$ cat config.mk
export PLATFORM = sky130hd
export DESIGN_NAME = neo_spike_detect
export DESIGN_NICKNAME = d
export VERILOG_FILES = /design/src/rtl/spike_pkg.sv /design/src/rtl/neo_core.sv /design/src/rtl/neo_spike_detect.sv
export SDC_FILE = /design/constraint.sdc
export NUM_CORES = 1
export LEC_CHECK = 0
export CAP_MARGIN = 30
export CORE_MARGIN = 2
export CORE_UTILIZATION = 55
export CTS_BUF_LIST = sky130_fd_sc_hd__clkbuf_8
export DETAILED_ROUTE_END_ITERATION = 10
export GPL_TIMING_DRIVEN = 0
export MAX_ROUTING_LAYER = met4
export PLACE_DENSITY = 0.73
export SLEW_MARGIN = 20
export SYNTH_ARGS = -nofsm -noshare
export SYNTH_HDL_FRONTEND = slang
export SYNTH_HIERARCHICAL = 1
export SYNTH_SLANG_ARGS = --single-unit
$ cat constraint.sdc
create_clock -name clk -period 17 [get_ports clk]
set_input_delay 4.25 -clock clk [delete_from_list [all_inputs] [get_ports clk]]
set_output_delay 4.25 -clock clk [all_outputs]
set_load 0.005 [all_outputs]
$ cat src/rtl/spike_pkg.sv
// spike_pkg: shared types and default constants for the spike-detector
// frontend (FIR -> NEO emphasis -> adaptive-threshold detection).
//   sample_t    - signed 12-bit filtered sample, shared with the FIR
//   energy_t    - unsigned 24-bit NEO energy / threshold value
//   det_state_t - detection FSM states
//   sat24       - clamp a 32-bit unsigned value into 24 bits
package spike_pkg;

  typedef logic signed [11:0] sample_t;
  typedef logic [23:0]        energy_t;

  typedef enum logic [1:0] {
    WARMUP,
    ARMED,
    SPIKE,
    REFRACT
  } det_state_t;

  localparam int         DEF_SHIFT       = 6;
  localparam logic [7:0] DEF_K_Q3        = 8'd40;
  localparam energy_t    DEF_THR_MIN     = 24'd64;
  localparam int         DEF_WARM_LEN    = 256;
  localparam int         DEF_REFRACT_LEN = 32;

  // Anything with bits above 23 set is clamped to the largest energy value.
  function automatic energy_t sat24(input logic [31:0] v);
    return (v[31:24] != 8'd0) ? 24'hFFFFFF : v[23:0];
  endfunction

endpackage

$ cat src/rtl/neo_core.sv
// neo_core: three-sample delay line plus registered Nonlinear Energy
// Operator psi = x1*x1 - x0*x2, with negative results clipped to zero.
// Ports:
//   clk      - system clock
//   rst      - synchronous active-high reset, clears delay line and psi
//   i_sample - signed filtered sample, a new one every cycle
//   o_psi    - clipped NEO value centred on the sample held in x1
module neo_core
  import spike_pkg::*;
(
  input  logic    clk,
  input  logic    rst,
  input  sample_t i_sample,
  output energy_t o_psi
);

  sample_t r_x0, r_x1, r_x2;
  energy_t r_psi;

  logic signed [23:0] w_x0e, w_x1e, w_x2e;
  logic signed [23:0] w_sq, w_cross;
  logic [24:0]        w_d;

  // Sign-extend to product width so the 24-bit products are exact
  // (12x12 signed products always fit in 24 signed bits).
  assign w_x0e   = {{12{r_x0[11]}}, r_x0};
  assign w_x1e   = {{12{r_x1[11]}}, r_x1};
  assign w_x2e   = {{12{r_x2[11]}}, r_x2};
  assign w_sq    = w_x1e * w_x1e;
  assign w_cross = w_x0e * w_x2e;
  assign w_d     = {w_sq[23], w_sq} - {w_cross[23], w_cross};

  // Delay line and clipped energy register; bit 24 of d is its sign.
  always_ff @(posedge clk) begin
    if (rst) begin
      r_x0  <= '0;
      r_x1  <= '0;
      r_x2  <= '0;
      r_psi <= '0;
    end else begin
      r_x0  <= i_sample;
      r_x1  <= r_x0;
      r_x2  <= r_x1;
      r_psi <= w_d[24] ? 24'd0 : w_d[23:0];
    end
  end

  assign o_psi = r_psi;

endmodule

$ cat src/rtl/neo_spike_detect.sv
// neo_spike_detect: NEO emphasis plus adaptive-threshold spike detection.
// The threshold is K_Q3/8 times an exponential mean of psi (window about
// 2^SHIFT samples), floored at THR_MIN. After reset the detector warms up
// for WARM_LEN cycles, then each detection produces a one-cycle spike pulse
// followed by REFRACT_LEN cycles of hold-off.
// Ports:
//   clk       - system clock
//   rst       - synchronous active-high reset, clears all state
//   p         - signed filtered sample from the FIR, one per cycle
//   psi       - registered clipped NEO value
//   thr       - registered current threshold
//   spike     - one-cycle detection pulse
//   armed     - high only while detection is armed
//   spike_cnt - saturating count of spike pulses
module neo_spike_detect
  import spike_pkg::*;
#(
  parameter int         SHIFT       = DEF_SHIFT,
  parameter logic [7:0] K_Q3        = DEF_K_Q3,
  parameter energy_t    THR_MIN     = DEF_THR_MIN,
  parameter int         WARM_LEN    = DEF_WARM_LEN,
  parameter int         REFRACT_LEN = DEF_REFRACT_LEN
) (
  input  logic        clk,
  input  logic        rst,
  input  logic [11:0] p,
  output logic [23:0] psi,
  output logic [23:0] thr,
  output logic        spike,
  output logic        armed,
  output logic [15:0] spike_cnt
);

  localparam int          ACC_W     = 24 + SHIFT;
  localparam logic [15:0] WARM_LAST = 16'(WARM_LEN - 1);
  localparam logic [15:0] REF_LAST  = 16'(REFRACT_LEN - 1);

  energy_t          w_psi;
  logic [ACC_W-1:0] r_acc;
  logic [ACC_W-1:0] w_acc_next;
  energy_t          w_mean;
  logic [31:0]      w_prod;
  energy_t          w_scaled;
  energy_t          w_thr_next;
  logic             w_freeze;
  energy_t          r_thr;

  det_state_t  r_state;
  logic [15:0] r_warm_cnt;
  logic [15:0] r_ref_cnt;
  logic        r_spike;
  logic        r_armed;
  logic [15:0] r_spike_cnt;

  neo_core u_neo_core (
    .clk      (clk),
    .rst      (rst),
    .i_sample (sample_t'(p)),
    .o_psi    (w_psi)
  );

  // The spike itself must not inflate the threshold that follows it, so
  // the mean is frozen while the detector is pulsing or holding off.
  assign w_freeze   = (r_state == SPIKE) || (r_state == REFRACT);
  assign w_acc_next = r_acc - (r_acc >> SHIFT) + ACC_W'(w_psi);
  assign w_mean     = r_acc[ACC_W-1:SHIFT];

  // Q5.3 multiply: product of mean and K, then drop the 3 fraction bits.
  assign w_prod     = {8'd0, w_mean} * {24'd0, K_Q3};
  assign w_scaled   = sat24(w_prod >> 3);
  assign w_thr_next = (w_scaled < THR_MIN) ? THR_MIN : w_scaled;

  // Mean accumulator and threshold register.
  always_ff @(posedge clk) begin
    if (rst) begin
      r_acc <= '0;
      r_thr <= THR_MIN;
    end else begin
      if (!w_freeze) begin
        r_acc <= w_acc_next;
      end
      r_thr <= w_thr_next;
    end
  end

  // Detection FSM with registered spike/armed/count outputs. The
  // comparison uses the registered psi and thr of the current cycle.
  always_ff @(posedge clk) begin
    if (rst) begin
      r_state     <= WARMUP;
      r_warm_cnt  <= '0;
      r_ref_cnt   <= '0;
      r_spike     <= 1'b0;
      r_armed     <= 1'b0;
      r_spike_cnt <= '0;
    end else begin
      r_spike <= 1'b0;
      case (r_state)
        WARMUP: begin
          if (r_warm_cnt == WARM_LAST) begin
            r_state <= ARMED;
            r_armed <= 1'b1;
          end else begin
            r_warm_cnt <= r_warm_cnt + 16'd1;
          end
        end
        ARMED: begin
          if (w_psi > r_thr) begin
            r_state <= SPIKE;
            r_spike <= 1'b1;
            r_armed <= 1'b0;
          end
        end
        SPIKE: begin
          if (r_spike_cnt != 16'hFFFF) begin
            r_spike_cnt <= r_spike_cnt + 16'd1;
          end
          r_ref_cnt <= '0;
          r_state   <= REFRACT;
        end
        REFRACT: begin
          if (r_ref_cnt == REF_LAST) begin
            r_state <= ARMED;
            r_armed <= 1'b1;
          end else begin
            r_ref_cnt <= r_ref_cnt + 16'd1;
          end
        end
        default: begin
          r_state <= WARMUP;
          r_armed <= 1'b0;
        end
      endcase
    end
  end

  assign psi       = w_psi;
  assign thr       = r_thr;
  assign spike     = r_spike;
  assign armed     = r_armed;
  assign spike_cnt = r_spike_cnt;

endmodule

* After elaboration in Yosys (flattened, before gate mapping)
Index checks and enable logic that the tools add are counted.
** Storage, ports and cells
- Bits in read-only memories :: 0
- Register bits after elaboration :: 166
- Memories kept :: 0
- Output and inout port bits :: 66
- Latch bits :: 0
- RAM bits :: 0
- Word-level logic and storage cells :: 60
- Bits of input ports :: 14
** Operators by class
- Equal/unequal tests :: 10
- Divide/modulo/power cells :: 0
- Bitwise operators :: 2
- Multiply operators :: 3
- Muxes and demuxes :: 12
- Shift operators :: 0
- Add/sub/neg operators :: 6
- Reduce and logical (&&, ||, !) cells :: 13
- Magnitude comparators :: 2
** Operator list (number)
- $add A16 B1 Y16 const B :: 3
- $mul A12 B12 Y24 :: 2
- $pmux W16 S2 :: 1
- $add A30 B24 Y30 :: 1
- $sub A30 B24 Y30 :: 1
- $mul A24 B3 Y27 const B :: 1
- $sub A24 B24 Y25 :: 1
- $gt A24 B24 Y1 :: 1
- $lt A24 B7 Y1 const B :: 1
- $mux W24 :: 1
- $eq A16 B5 Y1 const B :: 1
- $eq A16 B8 Y1 const B :: 1
- $mux W16 :: 1
- $ne A16 B16 Y1 const B :: 1
- $pmux W2 S4 :: 1
- $reduce_bool A8 Y1 :: 1
- $mux W2 :: 3
- $ne A2 B2 Y1 const B :: 3
- $reduce_and A2 Y1 :: 3
- $reduce_or A2 Y1 :: 3
- $eq A2 B2 Y1 const B :: 2
- $mux W1 :: 4
- $reduce_and A4 Y1 :: 1
- $pmux W1 S3 :: 1
- 8 further kinds :: 9

* Longest topological paths before layout
- Word-level depth :: 5
- Depth in mapped cells :: 25
- Mapped depth without buffers :: 24

* Modules after synthesis
Netlist, hierarchy kept.
** By module, submodules not included
- neo_core :: cells each 1330, area each 12838.6 µm², times used 1, seq. area each 1201.2 µm²
- neo_spike_detect :: cells each 1090, area each 8712.1 µm², times used 1, seq. area each 2122.0 µm²

* Worst setup path before layout
Ideal clock, no wire load.
- Path kind :: register -> register
- Start :: register u_neo_core.r_x1[4]
- End :: register u_neo_core.r_psi[16] (netlist: u_neo_core/o_psi[16])
- Arrival time :: 6467 ps
- Library setup time :: 115 ps
- Path slack :: 10418 ps
- Required time :: 16885 ps
- Period minus slack after synthesis :: 6582 ps
- Path buffers :: 2
- Stages on the path, launching flop included :: 25
- Cells stage by stage :: dfxtp_1 > clkbuf_1 > nand2_1 > inv_1 > fa_1 > inv_1 > fa_1 > fa_1 > fa_1 > inv_1 > fa_1 > fa_1 > inv_1 > fa_1 > inv_1 > ha_1 > a2111oi_2 > o21ai_1 > o21a_1 > a221o_1 > a21oi_4 > a2111o_1 > o21a_2 > buf_6 > nor2_1
** On the way
- Longest elaborated chain between the ends :: 3
** RTL lines
- from (decl) :: RTL line neo_core.sv:17 : sample_t r_x0, r_x1, r_x2;
- from (signal assigned) :: RTL line neo_core.sv:42 : r_x1 <= r_x0;
- $mul A12 B12 Y24 * :: RTL line neo_core.sv:29 : assign w_sq = w_x1e * w_x1e;
- $sub A24 B24 Y25 * :: RTL line neo_core.sv:31 : assign w_d = {w_sq[23], w_sq} - {w_cross[23], w_cross};
- $reduce_or A2 Y1 (no line)
- to (signal assigned) :: RTL line neo_core.sv:44 : r_psi <= w_d[24] ? 24'd0 : w_d[23:0];
- to (decl) :: RTL line neo_core.sv:18 : energy_t r_psi;
Mark *: on every way between the ends. The rest lies on a longest branch, timed or not.
A chain may end at the register's enable or synchronous reset.

* Worst setup path in the final report
- Start :: register u_neo_core.r_x1[4]
- End :: register u_neo_core.r_psi[18] (netlist: u_neo_core/o_psi[18])
The elaborated chain is that of the path after synthesis.

==> out/summary.log <==
INFO  global_route   grt.met1_usage=0.338
INFO  timing         finalWorstSetupSlack=9370ps
INFO  setup_path     worst_stage_delay_on_the_critical_path=640ps
INFO  global_route   grt_start_max_net_pins=17
INFO  cells_and_area synthToLayoutAreaGrowth=8.59%
INFO  synth          synth-edff-count=0
INFO  synth          syn_inst=2420
INFO  global_route   most_crowded_layer_after_global_routing=met2
INFO  setup_path     slowest_stage_cell_cp=dfxtp_1
INFO  setup_path     crit_type=reg2reg
INFO  cells_and_area fraction_of_layout_cells_with_a_size_suffix_above_1=0.0261
INFO  synth          yosys.area_share.simple=0.155
INFO  synth          yosys.area_share.adder=0.436
INFO  power_and_ir_drop switching_power=0.00168W
INFO  timing         setup_total_negative_slack=0ps
INFO  timing         timing.slew.headroom=0.441
INFO  setup_path     critical_path_required=17440ps
INFO  timing         report.final.slew_viol_count=0
INFO  power_and_ir_drop leakagePower=11.1nW
INFO  timing         timing.final.crit_period=7630ps
INFO  setup_path     cp_max_fo=10
INFO  cells_and_area filler_cell_count=3411
INFO  setup_path     timing.reg2reg.worst_path_depth=24
INFO  setup_path     worstSetupStartpoint=u_neo_core/r_x1[4]
INFO  setup_path     startpoint_type=flop
INFO  cells_and_area seqCellArea=3320um^2
INFO  synth          yosysSeqAreaShare=0.154
INFO  setup_path     crit_reg_reg_endpoint=u_neo_core/o_psi[18]
INFO  global_route   grt_first_pass_wirelength=86400um
INFO  synth          syn-cell-area=21600um^2
INFO  floorplan      floorplan.initialDensity=0.558
INFO  global_route   via_count_of_the_first_global_routing_pass=17052
INFO  route          route.vias.total=16350
INFO  global_route   grtUsageMet3=0.0534
INFO  power_and_ir_drop p_int=0.00169W
INFO  clocking       post-cts-setup-buffer-count=0
INFO  route          route.detailed.drc=0
INFO  synth          ys_seq_elements=166
INFO  power_and_ir_drop power_switching_share=0.498
INFO  floorplan      floorplan.die.height=202um
INFO  power_and_ir_drop power_frac_seq=0.171
INFO  route          routed_via_density=5.36
INFO  power_and_ir_drop powerDensity=144nW/um^2
INFO  setup_path     critical_path.endpoint=u_neo_core/o_psi[18]
INFO  setup_path     worst_setup_path_end_kind=flop
INFO  clocking       tritoncts.num_buffers=17
INFO  clocking       tritoncts=built
INFO  setup_path     critical-path-top-cell-by-count=fa_1
INFO  setup_path     r2r_setup_slack=9370ps
INFO  setup_path     worstPathBufferInverterCount=7
INFO  timing         final_min_period_over_clock_period=0.449
INFO  setup_path     list_of_cells_traversed_by_the_critical_path=clkbuf_1 > nand2_1 > inv_1 > fa_1 > inv_1 > fa_1 > fa_1 > fa_1 > inv_1 > fa_1 > fa_1 > inv_1 > fa_1 > inv_1 > ha_1 > a2111oi_2 > o21ai_1 > o21a_1 > a221o_1 > a21oi_4 > a2111o_1 > o21a_2 > buf_6 > nor2_1
INFO  clocking       cts.sinks=166
INFO  floorplan      row_count=72
INFO  flow_run       max-cap-violations=0
INFO  timing         grt_setup_unrepaired=false
INFO  timing         max_freq=131MHz
INFO  clocking       post_cts_hold_buffer_count=0
INFO  power_and_ir_drop p_clk_frac=0.092
INFO  power_and_ir_drop ir_drop=0.0000811V
INFO  worst_hold_path holdPathStages=2
INFO  synth          synth.lib_cells_used.distinct=79
INFO  synth          postSynthAreaPerCell=8.91um^2
INFO  setup_path     rr_startpoint=u_neo_core/r_x1[4]
INFO  route          routed_wire_length_per_instance=17.2um
INFO  global_route   antenna_violations_before_repair=0
INFO  synth          post_synth_xor_area_fraction=0.0431
INFO  placement      hpwl_detailed=44600um
INFO  setup_path     critical_path_cell_count=24
INFO  global_route   grt_util_all_layers=0.280
INFO  cells_and_area fin_cells=3050
INFO  synth          synth.mux.area_fraction=0.00488
INFO  synth          synth_warnings=6
INFO  clocking       clk_transition_reported_paths=100ps
INFO  cells_and_area multi_input_area=15900um^2
INFO  floorplan      io_pins=80
INFO  synth          compound_gate_fraction_of_synth_area=0.0986
INFO  synth          synth-main-ff-cell=dfxtp_1
INFO  clocking       cts-htree-levels=4
INFO  route          detail_route.wirelength=52600um
INFO  worst_hold_path hold_path.class=reg2reg
INFO  synth          main_combinational_cell_family_by_area_after_synthesis=adder cells
INFO  placement      gp_routability_congestion=0.976
INFO  synth          syn-num-nets=2981
INFO  route          drt.antenna.violating_nets=0
INFO  cells_and_area final_net_count=3080
INFO  clocking       cts-root-buf=clkbuf_8
INFO  floorplan      die_area=40800um^2
INFO  route          drt_first_pass_iters=5
INFO  setup_path     critPathArrivalTime=8070ps
INFO  clocking       cts_resized=0
INFO  setup_path     critPathTopFamily=adder cells
INFO  global_route   overall_overflow_remaining_after_global_route=0
INFO  timing         setup_viol=0
INFO  floorplan      die-width=202um
INFO  route          drt_iter0_drc=853
INFO  clocking       cts_max_path_buffers=2
INFO  global_route   global_route.usage.met2=0.462
INFO  floorplan      floorplan.core_area=38600um^2
INFO  cells_and_area antenna_cells_inserted=0
INFO  timing         final-hold-violation-count=0
INFO  power_and_ir_drop comb_power_share=0.737
INFO  placement      port_buffers=79
INFO  placement      detailedPlace.worstSlack=9370ps
INFO  timing         finalClockSkew=24.3ps
INFO  outcome        run_status=finished, final reports clean
INFO  timing         worst-slew-pin-transition=834ps
INFO  placement      dpl.cell_count=3017
INFO  synth          proportion_of_register_bits_with_asynchronous_set_or_reset_after_synthesis=0
INFO  clocking       clock_insertion_delay_worst_skew=560ps
registers in the layout, indices dropped and copies added, names as in the netlist:
name	cells
r_acc	30
thr	24
u_neo_core/o_psi	24
r_ref_cnt	16
r_warm_cnt	16
spike_cnt	16
u_neo_core/r_x0	12
u_neo_core/r_x1	12
u_neo_core/r_x2	12
r_state	2
armed	1
spike	1
metrics by stage:
| stage | total power [W] | area (um^2) | hold WS (ps) | utilization |
|---|---|---|---|---|
| 6_report | 0.00337 | 23400 | 462 | 0.606 |
| 5_1_grt | 0.00371 | 23400 | 477 | 0.606 |
| 4_1_cts | 0.00336 | 23400 | 461 | 0.605 |
| 3_5_place_dp | 0.00303 | 23000 | 448 | 0.595 |
| 3_3_place_gp | 0.00298 | 23000 | 441 | 0.595 |
| 2_1_floorplan | 0.00243 | 21600 | 432 | - |
cell families after synthesis:
| group | Yosys count |
|---|---|
| simple gates | 658 |
| mux | 10 |
| xor+xnor | 106 |
| buf+inv | 615 |
| compound gates | 318 |
| fa+ha+maj | 547 |
| flops | 166 |
synth_stat cells, types with 36 or more instances:
library cell,number,share of area
xor2_1,51,0.021
and2_1,111,0.032
dfxtp_1,166,0.15
clkbuf_1,65,0.011
inv_1,542,0.094
ha_1,206,0.12
nand2_1,180,0.031
o21ai_0,46,0.011
a21o_1,36,0.013
nor2b_1,63,0.018
xnor2_1,55,0.022
nor2_1,135,0.024
fa_1,341,0.32
a21oi_1,95,0.022
area by class of cell:
class,instances,area share
Buffer,73,0.0126
Clock buffer,19,0.0112
Clock inverter,13,0.00620
Inverter,542,0.0869
Multi-Input combinational cell,1639,0.679
Sequential cell,166,0.142
Tap cell,518,0.0277
Timing Repair Buffer,80,0.0340
cell usage in the layout, fill, tap and decap left out, drive strengths merged, types with 6 or more instances in the layout:
| cell | netlist | layout |
|---|---|---|
| nor3 | 27 | 27 |
| clkbuf | 65 | 85 |
| inv | 542 | 548 |
| ha | 206 | 206 |
| and3 | 14 | 14 |
| or2 | 10 | 10 |
| a21oi | 97 | 97 |
| or3 | 18 | 18 |
| fa | 341 | 341 |
| nor4 | 7 | 7 |
| a221oi | 7 | 7 |
| nand2b | 15 | 15 |
| buf | 8 | 8 |
| a31oi | 9 | 9 |
| nand2 | 180 | 180 |
| nor2 | 136 | 136 |
| o21ai | 51 | 51 |
| and2 | 112 | 112 |
| nor2b | 63 | 63 |
| mux2i | 6 | 6 |
| xnor2 | 55 | 55 |
| o211ai | 15 | 15 |
| nand4 | 23 | 23 |
| o21a | 18 | 18 |
| clkdlybuf4s50 | 0 | 79 |
| dfxtp | 166 | 166 |
| nand3 | 29 | 29 |
| a21o | 36 | 36 |
| o31ai | 6 | 6 |
| a211oi | 25 | 25 |
| xor2 | 51 | 51 |
tightest hold or removal path, cell delays in order, from the launching register on:
cell and delay [ps]:
dfxtp_1 320, nand2_1 50, a21oi_1 50
how the worst min path moves through the flow:
stage / slack, ps / start / endpoint
floorplan: 430 / r_acc[3] / r_acc[3]
global placement: 440 / r_acc[5] / r_acc[5]
detailed placement: 450 / r_acc[3] / r_acc[3]
CTS: 460 / r_acc[3] / r_acc[3]
global route: 480 / r_acc[5] / r_acc[5]
finish: 460 / r_acc[3] / r_acc[3]
metal layers:
metal	wire length, um	part of all wire	vias to the layer above
met3	2510	0.048	106
met5	0	0	-
met1	22600	0.43	8060
met4	2110	0.040	0
met2	25400	0.48	403
li1	-	-	7781
power groups by stage:
stage          clock [W]  combinational [W]  sequential, W
6_report        0.000309            0.00248       0.000577
5_1_grt         0.000331            0.00279       0.000588
4_1_cts         0.000316            0.00246       0.000576
3_5_place_dp           0            0.00245       0.000584
3_3_place_gp           0            0.00239       0.000584
2_1_floorplan          0            0.00188       0.000549
No activity file was read; power rests on OpenSTA's default activity.
